File: src/rtl/qrd_row_buffer.sv
// Ping-pong row buffer after the QRD core: gathers four columns into a 4x4 matrix,
// then replays it row by row over valid/ready. Matrices that find no free bank are dropped.
module qrd_row_buffer #(
    parameter int WIDTH  = 17,
    parameter int DROP_W = 8
) (
    input  logic                    clk,
    input  logic                    rst_n,
    input  logic                    in_valid,
    input  logic signed [WIDTH-1:0] in0,
    input  logic signed [WIDTH-1:0] in1,
    input  logic signed [WIDTH-1:0] in2,
    input  logic signed [WIDTH-1:0] in3,
    output logic                    out_valid,
    input  logic                    out_ready,
    output logic signed [WIDTH-1:0] out0,
    output logic signed [WIDTH-1:0] out1,
    output logic signed [WIDTH-1:0] out2,
    output logic signed [WIDTH-1:0] out3,
    output logic                    out_last,
    output logic                    overflow,
    output logic [DROP_W-1:0]       drop_cnt
);

    typedef logic [WIDTH-1:0] word_t;

    word_t             mem [2][4][4];
    word_t             in_lane [4];
    logic [1:0]        full;
    logic [1:0]        full_next;
    logic [1:0]        wr_col;
    logic [1:0]        rd_row;
    logic              wr_bank;
    logic              rd_bank;
    logic              drop_mode;
    logic [DROP_W-1:0] drop_cnt_q;
    logic              overflow_q;

    logic rd_hs;
    logic rd_done;
    logic wr_free;
    logic wr_drop;
    logic wr_store;
    logic wr_done;

    always_comb begin
        in_lane[0] = in0;
        in_lane[1] = in1;
        in_lane[2] = in2;
        in_lane[3] = in3;
    end

    // A bank released by the final row handshake this cycle is already free for column 0.
    assign rd_hs    = full[rd_bank] & out_ready;
    assign rd_done  = rd_hs & (rd_row == 2'd3);
    assign wr_free  = ~full[wr_bank] | (rd_done & (rd_bank == wr_bank));
    assign wr_drop  = (wr_col == 2'd0) ? ~wr_free : drop_mode;
    assign wr_store = in_valid & ~wr_drop;
    assign wr_done  = wr_store & (wr_col == 2'd3);

    always_comb begin
        // NOTE: every output of a combinational block gets a default first so no latch is inferred.
        full_next = full;
        if (rd_done) full_next[rd_bank] = 1'b0;
        if (wr_done) full_next[wr_bank] = 1'b1;
    end

    // NOTE: the storage array is reset too, because the outputs read it directly and must be 0 after reset.
    always_ff @(posedge clk or negedge rst_n) begin
        if (!rst_n) begin
            for (int b = 0; b < 2; b++)
                for (int r = 0; r < 4; r++)
                    for (int c = 0; c < 4; c++)
                        mem[b][r][c] <= '0;
        end else if (wr_store) begin
            for (int k = 0; k < 4; k++)
                mem[wr_bank][k][wr_col] <= in_lane[k];
        end
    end

    // NOTE: registered state is updated with non-blocking assignments so every reader sees pre-edge values.
    always_ff @(posedge clk or negedge rst_n) begin
        if (!rst_n) begin
            full       <= '0;
            wr_col     <= '0;
            wr_bank    <= 1'b0;
            drop_mode  <= 1'b0;
            drop_cnt_q <= '0;
            overflow_q <= 1'b0;
        end else begin
            full <= full_next;
            if (in_valid) begin
                wr_col <= wr_col + 2'd1;
                if (wr_drop) begin
                    if (wr_col == 2'd3) begin
                        drop_mode  <= 1'b0;
                        overflow_q <= 1'b1;
                        if (drop_cnt_q != '1) drop_cnt_q <= drop_cnt_q + 1'b1;
                    end else begin
                        drop_mode <= 1'b1;
                    end
                end else if (wr_col == 2'd3) begin
                    wr_bank <= ~wr_bank;
                end
            end
        end
    end

    always_ff @(posedge clk or negedge rst_n) begin
        if (!rst_n) begin
            rd_row  <= '0;
            rd_bank <= 1'b0;
        end else if (rd_hs) begin
            rd_row <= rd_row + 2'd1;
            if (rd_done) rd_bank <= ~rd_bank;
        end
    end

    assign out_valid = full[rd_bank];
    assign out_last  = full[rd_bank] & (rd_row == 2'd3);
    assign out0      = mem[rd_bank][rd_row][0];
    assign out1      = mem[rd_bank][rd_row][1];
    assign out2      = mem[rd_bank][rd_row][2];
    assign out3      = mem[rd_bank][rd_row][3];
    assign overflow  = overflow_q;
    assign drop_cnt  = drop_cnt_q;

endmodule

File: config.mk
export PLATFORM = sky130hd
export DESIGN_NAME = qrd_row_buffer
export DESIGN_NICKNAME = d
export VERILOG_FILES = /design/src/rtl/qrd_row_buffer.sv
export SDC_FILE = /design/constraint.sdc
export NUM_CORES = 1
export LEC_CHECK = 0
export ABC_AREA = 1
export CORE_MARGIN = 3
export CORE_UTILIZATION = 30
export DETAILED_ROUTE_END_ITERATION = 10
export GPL_ROUTABILITY_DRIVEN = 1
export SKIP_CTS_REPAIR_TIMING = 1
export SYNTH_ARGS = -nofsm -noshare
export SYNTH_HDL_FRONTEND = slang
export SYNTH_SLANG_ARGS = --single-unit
File: constraint.sdc
create_clock -name clk -period 2.3 [get_ports clk]
set_clock_uncertainty 0.05 [all_clocks]
set_input_delay 0.69 -clock clk [delete_from_list [all_inputs] [get_ports clk]]
set_output_delay 0.69 -clock clk [all_outputs]
set_load 0.03 [all_outputs]
==> results by group, run 1 <==
Timing
  • Crit share post-route: 139.7%
  • Final-report setup violation count: about 640
  • Hold Fails Final Rpt: 0
  • RSZ-0062 raised after global routing: true
  • PnR worst setup slack: -0.9142 ns
  • Slew @ Worst Pin: 0.7067 ns
  • Max-slew headroom: 52.74%
  • Slew Viols, Final: 0
  • Maximum clock rate: 311.1 MHz
  • Final min period: between 3 and 4 ns

Pwr
  • Tot Pwr: between 70 and 80 mW
  • Pwr dens: between 1500 and 2000 nW/um2
  • Peak VDD IR: 0.001347 V
  • Lkg Pwr: 18.54 nW

Status
  • Result of the run: finished with violations
  • Violated checks: negative setup slack

Route
  • WL per Instance: about 23 um
  • Via/cell ratio: 5.637
  • Detailed Route WL: roughly 120000 um
  • Post-route DRC violation count: 0
  • Antenna Nets Post-Route: 0
  • Routed via count: between 20000 and 30000
  • Pre-Repair DR Iteration Count: 6
  • First DRT Iteration DRCs: between 3000 and 4000

Floorplanning
  • Die width: roughly 310 um
  • Row cnt: around 110
  • Starting Density: between 30% and 40%
  • CORE AREA: roughly 90000 um2
  • DIE AREA: 97600 um2
  • Die Span Y: approximately 310 um
  • I/O pin cnt: roughly 150

Synthesis
  • Synth Register Bits: approximately 560
  • Synth Instances: roughly 3600
  • Mapped Nets: between 3000 and 4000
  • Mapped cell area: approximately 28000 um2
  • Synth cell types: 23
  • Post-synthesis sequential area ratio: between 40% and 50%
  • Synth warnings: 0
  • Syn avg cell area: 7.806 um2

Placed design
  • DPL Wire Length: ~70000 um
  • Input/output buffers: 150
  • Dpl cell area: between 30000 and 40000 um2
  • DP Worst Slack: -0.4391 ns
  • Final GP Congestion: between 0.8 and 0.9
  • Placed Cells: around 4900

Setup path
  • Arrival time worst endpoint: 2.47 ns
  • Setup crit start kind: flop
  • WS Path Type: reg -> out
  • Critical path capture point type: primary output
  • Critical Path RT: 1.56 ns
  • CP Max Fanout: 7

Global route
  • First-pass GRT wire length: 169000 um
  • Initial antenna violation count: 6
  • Total GRT Usage: roughly 22%
  • Vias in the first global route: between 20000 and 30000
  • Largest net degree at the start of global routing: 88
  • GRT overflow: 0

Hold path
  • Worst hold-check path type: in -> reg

Cells and area
  • Fin cells: 5057
  • Area growth syn-to-layout: 36.63%
  • Fraction of layout cells with a size suffix above 1: between 20 and 25%
  • Fin area: ~38000 um2
  • Layout Nets: a little under 4000

Clock network
  • Clock transition at path regs: roughly 0.060 ns
  • Root Buffer: clkbuf_16
  • Sink Count: 562
  • Clock latency on the worst-skew pair: roughly 0.64 ns
  • CTS Buf Count: 61
  • Clk buf depth: 3
  • CTS H-tree lvls: 2
  • CTS tree: done

Flow run
  • Max Cap Viol: 0
per-stage QoR:
| step | TNS [ns] | util [%] | hold WS [ns] |
|---|---|---|---|
| floorplan | -1.734 | - | 0.3444 |
| global placement | -136.31 | 36.67 | 0.4034 |
| detailed placement | -148.53 | 36.67 | 0.4083 |
| CTS | -212.14 | 38.95 | -0.05772 |
| global route | -298.38 | 41.66 | 0.4316 |
| finish | -221.21 | 41.67 | 0.4206 |
synth_stat cells, drive strengths merged:
| library cell | number | share of area, % |
|---|---|---|
| dfrtp | 562 | 50 |
| nand4 | 562 | 13 |
| xor2 | 5 | 0.16 |
| nand3 | 4 | 0.071 |
| ha | 6 | 0.27 |
| clkinv | 5 | 0.067 |
| xnor2 | 4 | 0.12 |
| a21oi | 3 | 0.067 |
| a31oi | 1 | 0.022 |
| buf | 105 | 2.0 |
| inv | 15 | 0.20 |
| o21ai | 141 | 2.5 |
| o32ai | 136 | 4.2 |
| clkbuf | 305 | 4.4 |
| nor2 | 420 | 5.6 |
| nand2 | 1334 | 18 |
cell usage in the layout, fill, tap and decap left out, types with 12 or more instances in the layout:
| master | count |
|---|---|
| nand2_4 | 58 |
| clkbuf_8 | 13 |
| o21ai_0 | 108 |
| buf_12 | 157 |
| clkbuf_16 | 88 |
| dfrtp_1 | 559 |
| nand2_1 | 1237 |
| nand4_1 | 555 |
| nor2_2 | 26 |
| inv_1 | 14 |
| buf_8 | 12 |
| o32ai_1 | 42 |
| nor2_1 | 380 |
| buf_6 | 26 |
| nor2_4 | 14 |
| clkbuf_1 | 18 |
| o32ai_2 | 85 |
| o21ai_1 | 27 |
| clkdlybuf4s50_1 | 78 |
| buf_4 | 192 |
| nand2_2 | 39 |
logic make-up after synthesis:
logic type | synth area share, %
AOI/OAI and AO/OA | 6.823
xor gates and xnor gates | 0.2798
adders and majority gates | 0.2665
and+or+nand+nor | 36.11
buffers and inverters | 6.588
DFF | 49.93
layout make-up:
class / count / area (um2)
multi-input combinational: 2616 / 13840
inverter: 20 / 101.3
clock inverter: 16 / 284.0
timing repair inverter: 2 / 25.02
timing repair buffer: 502 / 6777
sequential: 562 / 14070
antenna: 2 / 5.005
clock buffer: 94 / 1823
tap: 1243 / 1555
fill: 8918 / 53870
flip-flops by register name, summed over array words and instances, names as in the netlist:
| register | flops |
|---|---|
| full | 2 |
| overflow | 1 |
| rd_row | 2 |
| drop_cnt | 8 |
| rd_bank | 1 |
| wr_bank | 1 |
| drop_mode | 1 |
| wr_col | 2 |
| mem | 544 |
critical path, stage by stage (launching register included):
cell,delay (ns)
dfrtp_4,0.53
buf_12,0.17
clkinv_16,0.07
buf_16,0.14
buf_8,0.13
nor2_2,0.04
o32ai_2,0.27
buf_4,0.21
nand2_4,0.06
nand2_4,0.09
buf_12,0.12
layer usage:
| layer | wire, um | up-vias | part of all wire, % | global-route usage (%) |
|---|---|---|---|---|
| met5 | 35 | - | 0.030 | 0 |
| met4 | 5038 | 6 | 4.3 | 8.667 |
| met3 | 10260 | 264 | 8.7 | 3.508 |
| met2 | 52190 | 1474 | 44 | 33.28 |
| met1 | 50000 | 14210 | 43 | 31.55 |
| li1 | - | 12560 | - | - |
final timing paths:
kind / start / end / slack [ns] / depth (start not counted)
min reg2reg: mem[431] / mem[431] / 0.42 / 2
min: in_valid / drop_cnt[4] / 0.42 / 3
max reg2reg: rd_bank / mem[61] / -0.41 / 14
max: rd_bank / out1[9] / -0.91 / 10
min in group asynchronous: rst_n / mem[390] / 0.53 / 2
max in group asynchronous: rst_n / mem[245] / 0.89 / 3
report_power, final:
group	leakage, nW	internal [mW]	switching (mW)
logic	10.4	19.1	24.6
registers	7.13	14.3	2.59
clock network	1.04	6.30	4.27
total	18.5	39.8	31.5
Power figures use the tool's default switching activity.
==> run 2: changes to the inputs <==
- CORE_MARGIN: 3 -> 2
==> results by group, run 2 (synthesized netlist as in run 1, its figures left out) <==
Timing
  • Maximum clock rate: 308.3 MHz (-0.92%)
  • Final-report setup violation count: 628 (-1.3%)
  • Slew Viols, Final: 0 (unchanged)
  • Crit share post-route: 141.0% (+1.3 points)
  • Hold Fails Final Rpt: 0 (unchanged)
  • Final min period: 3.244 ns (+0.02982 ns)
  • RSZ-0062 raised after global routing: true
  • PnR worst setup slack: -0.9440 ns (-0.02982 ns)
  • Max-slew headroom: 51.46% (-1.3 points)
  • Slew @ Worst Pin: 0.7259 ns (+0.01923 ns)

Clock network
  • Clock transition at path regs: 0.06 ns (about the same)
  • CTS tree: done
  • CTS H-tree lvls: 2 (unchanged)
  • Root Buffer: clkbuf_16
  • Sink Count: 562 (unchanged)
  • Clk buf depth: 3 (unchanged)
  • Clock latency on the worst-skew pair: 0.63 ns (about the same)
  • CTS Buf Count: 61 (unchanged)

Setup path
  • Critical path capture point type: primary output
  • Arrival time worst endpoint: 2.50 ns (+0.03 ns)
  • Critical Path RT: 1.56 ns (about the same)
  • R2r setup slk: -0.21 ns (+0.20 ns)
  • Setup crit start kind: flop
  • WS Path Type: reg -> out
  • CP Max Fanout: 15 (+8)

Floorplanning
  • Row cnt: 112 (+0.90%)
  • Starting Density: 30.22% (-0.27 points)
  • CORE AREA: 93190 um2 (+0.90%)
  • Die Span Y: 310.4 um (-0.64%)
  • DIE AREA: 96350 um2 (-1.3%)
  • Die width: 310.4 um (-0.64%)
  • I/O pin cnt: 151 (unchanged)

Global route
  • Total GRT Usage: 22.87% (+0.83 points)
  • Vias in the first global route: 25700 (-2.8%)
  • GRT overflow: 0 (unchanged)
  • Initial antenna violation count: 1 (-5)
  • First-pass GRT wire length: 168000 um (-0.55%)
  • Largest net degree at the start of global routing: 82 (-6.8%)

Status
  • Result of the run: finished with violations
  • Violated checks: negative setup slack

Pwr
  • Psw: 29.76 mW (-5.4%)
  • Internal: 36.82 mW (-7.4%)
  • Tot Pwr: 66.58 mW (-6.5%)
  • Sw Share: 44.70% (+0.53 points)
  • Gate power share: 59.5% (-1.9 points)
  • Clock group share of total power: 15.3% (+0.5 points)
  • Lkg Pwr: 17.93 nW (-3.3%)
  • Peak VDD IR: 0.001293 V (-4.0%)
  • Sequential share of power: 25.3% (+1.6 points)
  • Pwr dens: 1794 nW/um2 (-3.1%)

Hold path
  • Worst hold-check path type: in -> reg

Cells and area
  • Most flops, register: mem
  • Max FFs per register: 544 (unchanged)
  • Fraction of layout cells with a size suffix above 1: 17.43% (-2.8 points)
  • Layout Nets: 3782 (-1.6%)
  • Commonest cells after routing, fill and taps aside: nand2_1 (1247), dfrtp_1 (559), nand4_1 (555)
  • Area growth syn-to-layout: 31.79%
  • Most common cell after layout, fill and taps aside: nand2_1
  • Fin util: 39.83% (-1.8 points)

Placed design
  • DPL Wire Length: 70930 um (+1.5%)
  • Final GP Congestion: 0.8480 (+2.1%)
  • Input/output buffers: 150 (unchanged)

Route
  • Via/cell ratio: 5.515 (-2.2%)
  • First DRT Iteration DRCs: 2929 (-17%)
  • Routed via count: 27610 (-3.1%)
  • Pre-Repair DR Iteration Count: 6 (unchanged)
  • Detailed Route WL: 113200 um (-3.7%)
  • WL per Instance: 22.61 um (-2.7%)
  • Post-route DRC violation count: 0 (unchanged)
  • Antenna Nets Post-Route: 0 (unchanged)

Flow run
  • Max Cap Viol: 0 (unchanged)
==> run 2: cell types whose count changed in the layout (fill, tap and decap cells not counted), sizes merged <==
cell and change:
buf -40, bufinv -3, clkbuf -23, clkdlybuf4s50 -3, clkinv +3, clkinvlp +5
diode -1, dlymetal6s2s +3, inv -2
==> run 2: cell type report <==
class	instances	area, um2
multi-input combinational	2616	13560
timing repair buffer	443	5784
antenna	1	2.502
clock inverter	21	242.7
tap	1254	1569
fill	9241	56070
clock buffer	90	1805
sequential	562	14070
inverter	20	87.58
==> run 2: routing by layer <==
layer,GRT usage [%],vias up,share of wire (%)
met1,32.20,13710,43
li1,-,12440,-
met3,3.569,218,7.8
met5,0,-,0
met4,9.190,0,4.5
met2,35.10,1243,45
==> run 2: path summary, 6_finish.rpt <==
path | start | to | cells after the start
worst max-delay path | rd_row[0] | out1[9] | 7
worst min-delay path | in_valid | mem[259] | 3
worst max register to register | rd_row[0] | mem[132] | 9
worst min register to register | mem[456] | mem[456] | 2
max in group asynchronous | rst_n | mem[498] | 4
min in group asynchronous | rst_n | drop_cnt[7] | 2
==> run 2: stage by stage <==
step	hold WS [ns]	TNS [ns]	cell area, um2	std cells	setup WS [ns]
floorplan	0.3444	-1.734	28560	3608	-0.04312
global placement	0.4017	-138.61	33860	4881	-0.4798
detailed placement	0.4107	-136.83	33860	4881	-0.4510
CTS	-0.1342	-168.30	35910	4992	-1.191
global route	0.3825	-197.03	37120	5007	-0.9695
finish	0.3866	-125.63	37120	5007	-0.9440
==> run 2: power by group through the flow <==
stage / combinational [mW] / sequential [mW] / clock (mW)
final: 39.6 / 16.8 / 10.2
after CTS: 36.4 / 16.7 / 10.3
after global placement: 36.0 / 16.8 / 0
after floorplan: 19.4 / 16.2 / 0
after global routing: 42.2 / 17.3 / 10.7
after detailed placement: 36.3 / 16.8 / 0
==> run 2: worst max-delay path: stages (launching register included) <==
cell       delay [ns]
dfrtp_4          0.56
buf_6            0.17
clkbuf_16        0.19
o32ai_2          0.39
buf_4            0.19
nand2_1          0.12
nand2_4          0.12
buf_12           0.12
